## src/rtl/hazard_pkg.sv

```systemverilog
// Shared definitions for the load-use hazard logic: address-width default,
// legal load-latency range and the pending-load tracker entry.
package hazard_pkg;
  localparam int REG_ADDR_WIDTH_DEF = 5;
  localparam int REG_ADDR_WIDTH_MAX = 8;
  localparam int LOAD_LATENCY_MIN   = 1;
  localparam int LOAD_LATENCY_MAX   = 4;

  // rd is sized for the widest supported register file; narrower files zero-extend
  typedef struct packed {
    logic                          valid;
    logic [REG_ADDR_WIDTH_MAX-1:0] rd;
  } tracker_entry_t;
endpackage

```

## src/rtl/pending_load_tracker.sv

```systemverilog
// Shift register of loads that have left EX but cannot forward yet, plus a
// per-read-port match against every live entry.
module pending_load_tracker
  import hazard_pkg::*;
#(
  parameter int DEPTH          = 1,
  parameter int REG_ADDR_WIDTH = REG_ADDR_WIDTH_DEF,
  parameter int NUM_READ_PORTS = 2
) (
  input  logic                                          clk,
  input  logic                                          reset_n,
  input  logic                                          in_valid,
  input  logic [REG_ADDR_WIDTH-1:0]                     in_rd,
  input  logic [NUM_READ_PORTS-1:0][REG_ADDR_WIDTH-1:0] read_addr,
  output logic [NUM_READ_PORTS-1:0]                     hit
);
  tracker_entry_t [DEPTH-1:0] stage_q;

  // Shifts unconditionally: a stall holds ID, not the loads already past EX.
  always_ff @(posedge clk) begin
    if (!reset_n) begin
      stage_q <= '0;
    end else begin
      stage_q[0].valid <= in_valid;
      stage_q[0].rd    <= REG_ADDR_WIDTH_MAX'(in_rd);
      for (int i = 1; i < DEPTH; i++) stage_q[i] <= stage_q[i-1];
    end
  end

  for (genvar k = 0; k < NUM_READ_PORTS; k++) begin : g_port
    logic [DEPTH-1:0] match;
    for (genvar i = 0; i < DEPTH; i++) begin : g_stage
      assign match[i] = stage_q[i].valid &&
                        (stage_q[i].rd == REG_ADDR_WIDTH_MAX'(read_addr[k]));
    end
    assign hit[k] = |match;
  end
endmodule

```

## src/rtl/load_use_scoreboard.sv

```systemverilog
// Load-use hazard detector: stalls ID while any enabled source register
// matches a load in EX or one still inside the load-latency window.
module load_use_scoreboard
  import hazard_pkg::*;
#(
  parameter int REG_ADDR_WIDTH  = REG_ADDR_WIDTH_DEF,
  parameter int NUM_READ_PORTS  = 2,
  parameter int LOAD_LATENCY    = 1,
  parameter int STALL_CNT_WIDTH = 32
) (
  input  logic                                     clk,
  input  logic                                     reset_n,
  input  logic                                     EX_valid,
  input  logic                                     EX_mem_to_reg,
  input  logic [REG_ADDR_WIDTH-1:0]                EX_destination_register,
  input  logic [NUM_READ_PORTS*REG_ADDR_WIDTH-1:0] ID_read_register,
  input  logic [NUM_READ_PORTS-1:0]                ID_read_enable,
  input  logic                                     flush,
  output logic                                     stale,
  output logic [STALL_CNT_WIDTH-1:0]               stall_count
);
  if (LOAD_LATENCY < LOAD_LATENCY_MIN || LOAD_LATENCY > LOAD_LATENCY_MAX) begin : g_bad_latency
    $error("load_use_scoreboard: LOAD_LATENCY must be 1..4");
  end
  if (NUM_READ_PORTS < 1) begin : g_bad_ports
    $error("load_use_scoreboard: NUM_READ_PORTS must be >= 1");
  end
  if (REG_ADDR_WIDTH < 1 || REG_ADDR_WIDTH > REG_ADDR_WIDTH_MAX) begin : g_bad_width
    $error("load_use_scoreboard: REG_ADDR_WIDTH out of range");
  end

  localparam int DEPTH = LOAD_LATENCY - 1;

  logic [NUM_READ_PORTS-1:0][REG_ADDR_WIDTH-1:0] read_addr;
  logic [NUM_READ_PORTS-1:0]                     tracker_hit;
  logic [NUM_READ_PORTS-1:0]                     port_hit;
  logic                                          ex_load;

  assign read_addr = ID_read_register;
  // x0 is hardwired zero, so a load to it never produces anything to wait for
  assign ex_load   = EX_valid && EX_mem_to_reg && (EX_destination_register != '0);

  if (DEPTH > 0) begin : g_tracker
    pending_load_tracker #(
      .DEPTH          (DEPTH),
      .REG_ADDR_WIDTH (REG_ADDR_WIDTH),
      .NUM_READ_PORTS (NUM_READ_PORTS)
    ) u_tracker (
      .clk       (clk),
      .reset_n   (reset_n),
      .in_valid  (ex_load),
      .in_rd     (EX_destination_register),
      .read_addr (read_addr),
      .hit       (tracker_hit)
    );
  end else begin : g_no_tracker
    assign tracker_hit = '0;
  end

  for (genvar k = 0; k < NUM_READ_PORTS; k++) begin : g_port
    assign port_hit[k] = ID_read_enable[k] && (read_addr[k] != '0) &&
                         ((ex_load && (read_addr[k] == EX_destination_register)) ||
                          tracker_hit[k]);
  end

  // A flushed ID instruction is discarded, so there is nothing to hold.
  assign stale = reset_n && !flush && (|port_hit);

  always_ff @(posedge clk) begin
    if (!reset_n)                        stall_count <= '0;
    else if (stale && !(&stall_count))   stall_count <= stall_count + STALL_CNT_WIDTH'(1);
  end
endmodule

```

## config.mk

```make
export PLATFORM = sky130hd
export DESIGN_NAME = load_use_scoreboard
export DESIGN_NICKNAME = d
export VERILOG_FILES = /design/src/rtl/hazard_pkg.sv /design/src/rtl/pending_load_tracker.sv /design/src/rtl/load_use_scoreboard.sv
export SDC_FILE = /design/constraint.sdc
export NUM_CORES = 1
export LEC_CHECK = 0
export ABC_AREA = 1
export BUFFER_PORTS_ARGS = -buffer_cell sky130_fd_sc_hd__buf_2
export CORE_MARGIN = 2
export CORE_UTILIZATION = 40
export CTS_BUF_LIST = sky130_fd_sc_hd__clkbuf_4 sky130_fd_sc_hd__clkbuf_8
export DETAILED_ROUTE_END_ITERATION = 16
export PLACE_DENSITY_LB_ADDON = 0.25
export SLEW_MARGIN = 10
export SYNTH_ARGS = -nofsm -noshare
export SYNTH_HDL_FRONTEND = slang
export SYNTH_SLANG_ARGS = --single-unit
```

## constraint.sdc

```tcl
create_clock -name clk -period 1.99 [get_ports clk]
set_input_delay 0.4975 -clock clk [delete_from_list [all_inputs] [get_ports clk]]
set_output_delay 0.4975 -clock clk [all_outputs]
set_load 0.005 [all_outputs]
```

==> qor.csv, run 1 <==
stage;metric;value;unit
layout;fill_cells;595;
flow_run;drv_cap;0;
layout;largest_register;stall_count;
global_routing;track_usage;18.1;%
timing;timing.hold.ws;0.477;ns
setup_path;crit_path_start_kind;primary input;
clock_network;clock-root-buffer;clkbuf_8;
layout;layout-drive-gt1-share;22.5;%
layout;final_cell_mix;nand2_1 (115), nor2_1 (74), inv_1 (54), buf_2 (54), dfxtp_1 (32);
timing;period_needed;1.85;ns
timing;finalMaxSlewViolations;0;
timing;setup_violations;0;
yosys;syn_inst;375;
timing;relSlewSlack;78.2;%
setup_path;cp_max_fo;4;
timing;worst_slew_pin_slew;0.327;ns
yosys;syn_nets;398;
yosys;yosys-top-cells-area;dfxtp_1 (29%), nand2_1 (20%), nor2_1 (13%);
layout;largest_reg_flops;32;
clock_network;cts.reportedPaths.clkPinSlew;0.07;ns
route;first_pass_iters;4;
hold_path;worstHoldPathCells;3;
setup_path;rrSetupSlack;0.22;ns
global_routing;grt_start_max_net_pins;32;
power;switching_share;21.7;%
global_routing;grt.overflow.total;0;
yosys;yosys_warnings;0;
power;combPwrFrac;6.6;%
floorplan;dieArea;6160;µm²
layout;reg_top3;stall_count x32;
timing;hold_viol;0;
yosys;ys_ff_latch;32;
global_routing;first_global_vias;2115;
timing;finalCritPeriodShare;93.1;%
route;wire_per_inst;10.4;µm
layout;diodes;0;
setup_path;rr_endpoint;stall_count[29]$_SDFFE_PN0P_;
layout;area_growth;21.9;%
power;leakage;1.30;nW
clock_network;ctsResizeCount;0;
global_routing;grt_first_pass_wirelength;9.03;mm
floorplan;die_w;78.5;µm
yosys;syn_avg_cell_area;5.92;µm²
floorplan;start_util;40.8;%
clock_network;postCtsSetupRepairBufs;0;
power;power.internal;1.12;mW
setup_path;crit_required;1.49;ns
yosys;synth_cell_type_count;27;
clock_network;ctsHtreeMaxLevel;2;
timing;rsz0062_at_grt;false;
clock_network;cts_tree;done;
placed_design;io_buffers;54;
power;power_density;529;nW/µm²
power;switchingPower;0.311;mW
clock_network;clock_latency;0.29;ns
route;drc;0;
power;power.share.sequential;44.7;%
floorplan;rows;27;
layout;finalNetCount;458;
route;drtIter0Drc;106;
power;ir_drop;229;µV
placed_design;place_inst;500;
setup_path;end_kind;output port;
timing;clock_skew;0.00690;ns
timing;fmax;540;MHz
yosys;yosysTopAreaCell;dfxtp_1;
route;via_per_inst;4.65;
setup_path;r2r_cells;11;
clock_network;cts-buffers-inserted;5;
route;wl;5.27;mm
hold_path;min-delay-start;reset_n;
yosys;netlist_area;2220;µm²
global_routing;antenna_found_initial;0;
setup_path;critPathArrivalTime;1.35;ns
power;pwr-share-clk;48.7;%
hold_path;hold_class;primary input to flop;
timing;setup_tns;0;ns
setup_path;path_class;primary input to output port;
yosys;synth_seq_area_share;28.9;%
floorplan;core_area;5440;µm²
status;status;complete, no violations;
placed_design;hpwl;4.15;mm
route;ant_nets;0;
layout;final_cell_count_no_fill;508;
clock_network;postCtsHoldBufs;0;
setup_path;regToRegStartpoint;stall_count[1]$_SDFFE_PN0P_;
floorplan;io_pins;55;
layout;final_common_cell;nand2_1;
floorplan;dieHeight;78.5;µm
placed_design;gp_congestion;0.810;
clock_network;clock_path_buffers;2;
clock_network;numClockSinks;32;
hold_path;min_to;stall_count[24]$_SDFFE_PN0P_;
route;via_count;2363;
yosys;netlist.area_leader.share;28.9;%
-- power groups by stage --
stage | clock network, mW | registers (mW) | logic (mW)
CTS | 0.711 | 0.640 | 0.0957
finish | 0.697 | 0.640 | 0.0949
global placement | 0 | 0.655 | 0.0941
global route | 0.733 | 0.640 | 0.110
floorplan | 0 | 0.655 | 0.0563
detailed placement | 0 | 0.655 | 0.0956
-- synthesized netlist by cell type --
library cell,number
dfxtp_1,32
nand3_2,4
inv_1,55
a21boi_1,2
nor2_1,74
nand3b_1,1
buf_2,2
nor2_2,11
ha_1,1
nand3_4,1
nand4_1,14
nand2_1,116
o21ai_1,2
nand3_1,20
nor2_4,6
inv_2,3
buf_6,1
buf_4,2
nand2_4,1
nand2_2,2
xnor2_1,1
o21ai_0,3
nor3_1,6
o21bai_1,7
a21oi_1,6
nor2_8,1
clkbuf_1,1
-- critical path: stages --
cell and delay (ns):
buf_2 0.11, inv_1 0.05, nand2_1 0.06, nand3_1 0.07
nor2_1 0.14, nand2_1 0.07, nand2_1 0.10, nand2_2 0.08
inv_2 0.07, buf_2 0.11
-- stage by stage --
stage	total power, mW	setup WS (ns)	instance area [µm²]	util, %
6_report	1.43	0.138	2710	49.7
5_1_grt	1.48	0.00457	2710	49.7
4_1_cts	1.45	0.0716	2700	49.7
3_5_place_dp	0.751	-0.00505	2580	47.4
3_3_place_gp	0.749	0.0437	2580	47.4
2_1_floorplan	0.711	0.315	2220	-
-- how the worst max path moves through the flow --
stage,from,end,slack (ns),depth (start not counted)
4_1_cts,EX_destination_register[0],stale,0.07,10
3_3_place_gp,EX_destination_register[0],stall_count[31]$_SDFFE_PN0P_,0.04,13
5_1_grt,EX_destination_register[0],stale,0.005,10
2_1_floorplan,EX_destination_register[3],stale,0.32,9
3_5_place_dp,EX_destination_register[0],stall_count[29]$_SDFFE_PN0P_,-0.005,13
6_report,EX_destination_register[0],stale,0.14,10
-- cells by family after synthesis --
kind of cell               share of synthesized area [%]
xor gates and xnor gates                           0.395
AOI/OAI and AO/OA                                   5.53
buffers and inverters                               11.6
and+or+nand+nor                                     53.0
DFF                                                 28.9
adders and majority gates                          0.564
-- per-layer routing --
metal  track usage (%)  wire length [µm]  share of wire (%)
met5                 0                 0                  0
met4              5.61                81                1.5
met3              3.91               249                4.7
met2              32.2              2480                 47
met1              21.7              2470                 47
-- cell type report --
cell class | instances | area, µm² | share of cell area, %
well taps | 72 | 90.1 | 3.33
clock buffers | 7 | 96.3 | 3.56
clock inverters | 1 | 30.0 | 1.11
inverters | 58 | 218 | 8.05
flip-flops and latches | 32 | 641 | 23.7
repair buffers | 59 | 308 | 11.4
multi-input cells | 279 | 1320 | 48.9
(Power assumes the default switching activity.)
==> run 2, diff against run 1 <==
--- a/config.mk
+++ b/config.mk
@@ -8,7 +8,7 @@
 export ABC_AREA = 1
 export BUFFER_PORTS_ARGS = -buffer_cell sky130_fd_sc_hd__buf_2
 export CORE_MARGIN = 2
-export CORE_UTILIZATION = 40
+export CORE_UTILIZATION = 55
 export CTS_BUF_LIST = sky130_fd_sc_hd__clkbuf_4 sky130_fd_sc_hd__clkbuf_8
 export DETAILED_ROUTE_END_ITERATION = 16
 export PLACE_DENSITY_LB_ADDON = 0.25
==> constraint.sdc (replaced) <==
create_clock -name clk -period 1.8 [get_ports clk]
set_input_delay 0.45 -clock clk [delete_from_list [all_inputs] [get_ports clk]]
set_output_delay 0.45 -clock clk [all_outputs]
set_load 0.05 [all_outputs]
==> run 2 against run 1 <==
The run now ends with negative setup slack left. Critical path depth is the same. Clock power increased by 3.6%. Sequential share of layout area shrank 0.40 points. Register-to-register slack got worse by 0.11 ns. First-iteration DRC count grew 100%. Via count up 5.4%. Wire length rose by 10%. Non-clock buffer count is 8 higher. Sequential power increased by 10%. Total power up 8.4%. Combinational power grew 30%. Utilization rose by 22 points. Critical endpoint unchanged. Highest routed layer unchanged.
==> qor.csv, run 2 (synthesized netlist as in run 1, its figures left out) <==
stage;metric;value;unit;change
layout;area_growth;28.1;%;was 21.9%
setup_path;crit_end;stale;;unchanged
setup_path;crit_required;1.35;ns;was 1.49 ns
floorplan;dieArea;4560;µm²;was 6160 µm²
layout;largest_reg_flops;32;;unchanged
clock_network;clock-root-buffer;clkbuf_8;;unchanged
power;ir_drop;368;µV;was 229 µV
floorplan;dieHeight;67.5;µm;was 78.5 µm
layout;fill_cells;329;;was 595
power;leakage;1.34;nW;was 1.30 nW
timing;worst_slew_pin_slew;0.343;ns;was 0.327 ns
route;via_per_inst;5.04;;was 4.65
route;drtIter0Drc;213;;was 106
layout;post-route-util;72.1;%;was 49.7%
floorplan;die_w;67.5;µm;was 78.5 µm
power;power.share.sequential;45.6;%;was 44.7%
placed_design;post-place-ws;-0.146;ns;was -0.00505 ns
route;wl;5.80;mm;was 5.27 mm
setup_path;regToRegStartpoint;stall_count[1]$_SDFFE_PN0P_;;unchanged
status;status;finished, violations left;;was complete, no violations
setup_path;rrSetupSlack;0.11;ns;was 0.22 ns
layout;final_area;2840;µm²;was 2710 µm²
timing;finalCritPeriodShare;100;%;
timing;period_needed;1.80;ns;
setup_path;end_kind;output port;;unchanged
placed_design;place_inst;482;;was 500
timing;setup_tns;-0.00146;ns;was 0 ns
layout;reg_top3;stall_count x32;;unchanged
placed_design;hpwl;4.14;mm;was 4.15 mm
clock_network;cts_tree;done;;unchanged
layout;finalNetCount;466;;was 458
global_routing;first_global_vias;2215;;was 2115
timing;finalMaxSlewViolations;0;;unchanged
setup_path;worstSetupStartpoint;EX_destination_register[4];;was EX_destination_register[0]
layout;diodes;0;;unchanged
setup_path;cp_top_family;simple AND/OR/NAND/NOR gates;;unchanged
placed_design;io_buffers;54;;unchanged
timing;clock_skew;0.0119;ns;was 0.00690 ns
setup_path;crit_top_cell;nand2_1;;unchanged
setup_path;critPathArrivalTime;1.35;ns;about the same
power;switchingPower;0.367;mW;was 0.311 mW
placed_design;dpl-instance-area;2600;µm²;was 2580 µm²
global_routing;track_usage;26.6;%;was 18.1%
placed_design;gp_congestion;0.842;;was 0.810
route;via_count;2490;;was 2363
timing;fmax;555;MHz;
setup_path;r2r_cells;9;;was 11
route;drc;0;;unchanged
route;wire_per_inst;11.7;µm;was 10.4 µm
setup_path;cp_max_fo;3;;was 4
hold_path;hold_class;primary input to flop;;unchanged
status;violations;negative setup slack;;
clock_network;cts-buffers-inserted;5;;unchanged
power;combPwrFrac;7.9;%;was 6.6%
global_routing;antenna_found_initial;0;;unchanged
setup_path;path_class;primary input to output port;;unchanged
route;first_pass_iters;5;;was 4
setup_path;path_cells;buf_8 -> inv_4 -> a21boi_2 -> nand2_1 -> nor2_1 -> nand2_1 -> nand2_1 -> nand2_2 -> clkinvlp_4 -> buf_8;;was buf_2 -> inv_1 -> nand2_1 -> nand3_1 -> nor2_1 -> nand2_1 -> nand2_1 -> nand2_2 -> inv_2 -> buf_2
clock_network;ctsHtreeMaxLevel;2;;unchanged
power;pwr-share-clk;46.5;%;was 48.7%
hold_path;worstHoldPathCells;3;;unchanged
floorplan;io_pins;55;;unchanged
timing;setup_violations;1;;was 0
timing;hold_viol;0;;unchanged
layout;largest_register;stall_count;;unchanged
floorplan;rows;23;;was 27
power;power;1.55;mW;was 1.43 mW
global_routing;grt_start_max_net_pins;32;;unchanged
clock_network;numClockSinks;32;;unchanged
setup_path;slowest_delay;0.16;ns;was 0.14 ns
timing;rsz0062_at_grt;true;;was false
layout;layout-drive-gt1-share;30.4;%;was 22.5%
power;power.internal;1.19;mW;was 1.12 mW
timing;finalWorstSetupSlack;-0.00146;ns;was 0.138 ns
layout;final_cell_mix;nand2_1 (114), nor2_1 (71), inv_1 (52);;was nand2_1 (115), nor2_1 (74), inv_1 (54), buf_2 (54), dfxtp_1 (32)
flow_run;drv_cap;0;;unchanged
setup_path;critPathBufInv;4;;unchanged
floorplan;start_util;56.3;%;was 40.8%
clock_network;clock_latency;0.30;ns;was 0.29 ns
timing;relSlewSlack;77.1;%;was 78.2%
layout;final_cell_count_no_fill;494;;was 508
clock_network;clock_path_buffers;2;;unchanged
clock_network;postCtsHoldBufs;0;;unchanged
setup_path;rr_endpoint;stall_count[18]$_SDFFE_PN0P_;;was stall_count[29]$_SDFFE_PN0P_
power;power_density;546;nW/µm²;was 529 nW/µm²
global_routing;grt_first_pass_wirelength;9.27;mm;was 9.03 mm
setup_path;crit_path_start_kind;primary input;;unchanged
route;ant_nets;0;;unchanged
layout;final_common_cell;nand2_1;;unchanged
setup_path;critPathSlowestCell;a21boi_2;;was nor2_1
setup_path;worst-path-stages;10;;unchanged
clock_network;cts.reportedPaths.clkPinSlew;0.06;ns;was 0.07 ns
power;switching_share;23.6;%;was 21.7%
global_routing;grt.overflow.total;0;;unchanged
floorplan;core_area;3940;µm²;was 5440 µm²
timing;timing.hold.ws;0.416;ns;was 0.477 ns
## run 2: worst min path at each step
stage,start,endpoint,slack (ns)
finish,reset_n,stall_count[24]$_SDFFE_PN0P_,0.42
global route,reset_n,stall_count[24]$_SDFFE_PN0P_,0.44
CTS,reset_n,stall_count[24]$_SDFFE_PN0P_,0.43
detailed placement,stall_count[25]$_SDFFE_PN0P_,stall_count[25]$_SDFFE_PN0P_,0.50
global placement,stall_count[25]$_SDFFE_PN0P_,stall_count[25]$_SDFFE_PN0P_,0.49
floorplan,reset_n,stall_count[24]$_SDFFE_PN0P_,0.58
## run 2: final cells by class
class	instances	area, µm²	area share (%)
inverters	58	224	7.88
repair buffers	67	404	14.2
well taps	50	62.6	2.20
multi-input cells	279	1380	48.5
clock inverters	2	35.0	1.23
flip-flops and latches	32	662	23.3
clock buffers	6	76.3	2.68
## run 2: repair_timing
item | in CTS | in global routing
pin swaps | 0 | 10
resized for setup | 6 | 23
endpoints found under the setup margin | 1 | 17
setup buffers | 0 | 4
## run 2: worst reg2reg max path, stage by stage, from the launching register on
cell	delay [ns]
dfxtp_2	0.35
ha_2	0.18
inv_1	0.07
nor2_4	0.15
buf_4	0.13
nand3_1	0.16
nor2_1	0.18
nand4_1	0.14
o21ai_0	0.18
nor2_1	0.05
## run 2: power groups by stage
| stage | logic, mW | clock network, mW | registers, mW |
|---|---|---|---|
| after floorplan | 0.0625 | 0 | 0.724 |
| after global placement | 0.104 | 0 | 0.724 |
| after detailed placement | 0.107 | 0 | 0.724 |
| after CTS | 0.111 | 0.718 | 0.707 |
| after global routing | 0.138 | 0.753 | 0.707 |
| final | 0.123 | 0.722 | 0.707 |
## run 2: layer usage
layer,routed length (µm),track usage [%]
met3,329,5.67
met2,2970,46.3
met4,104,11.0
met1,2390,31.4
met5,0,0
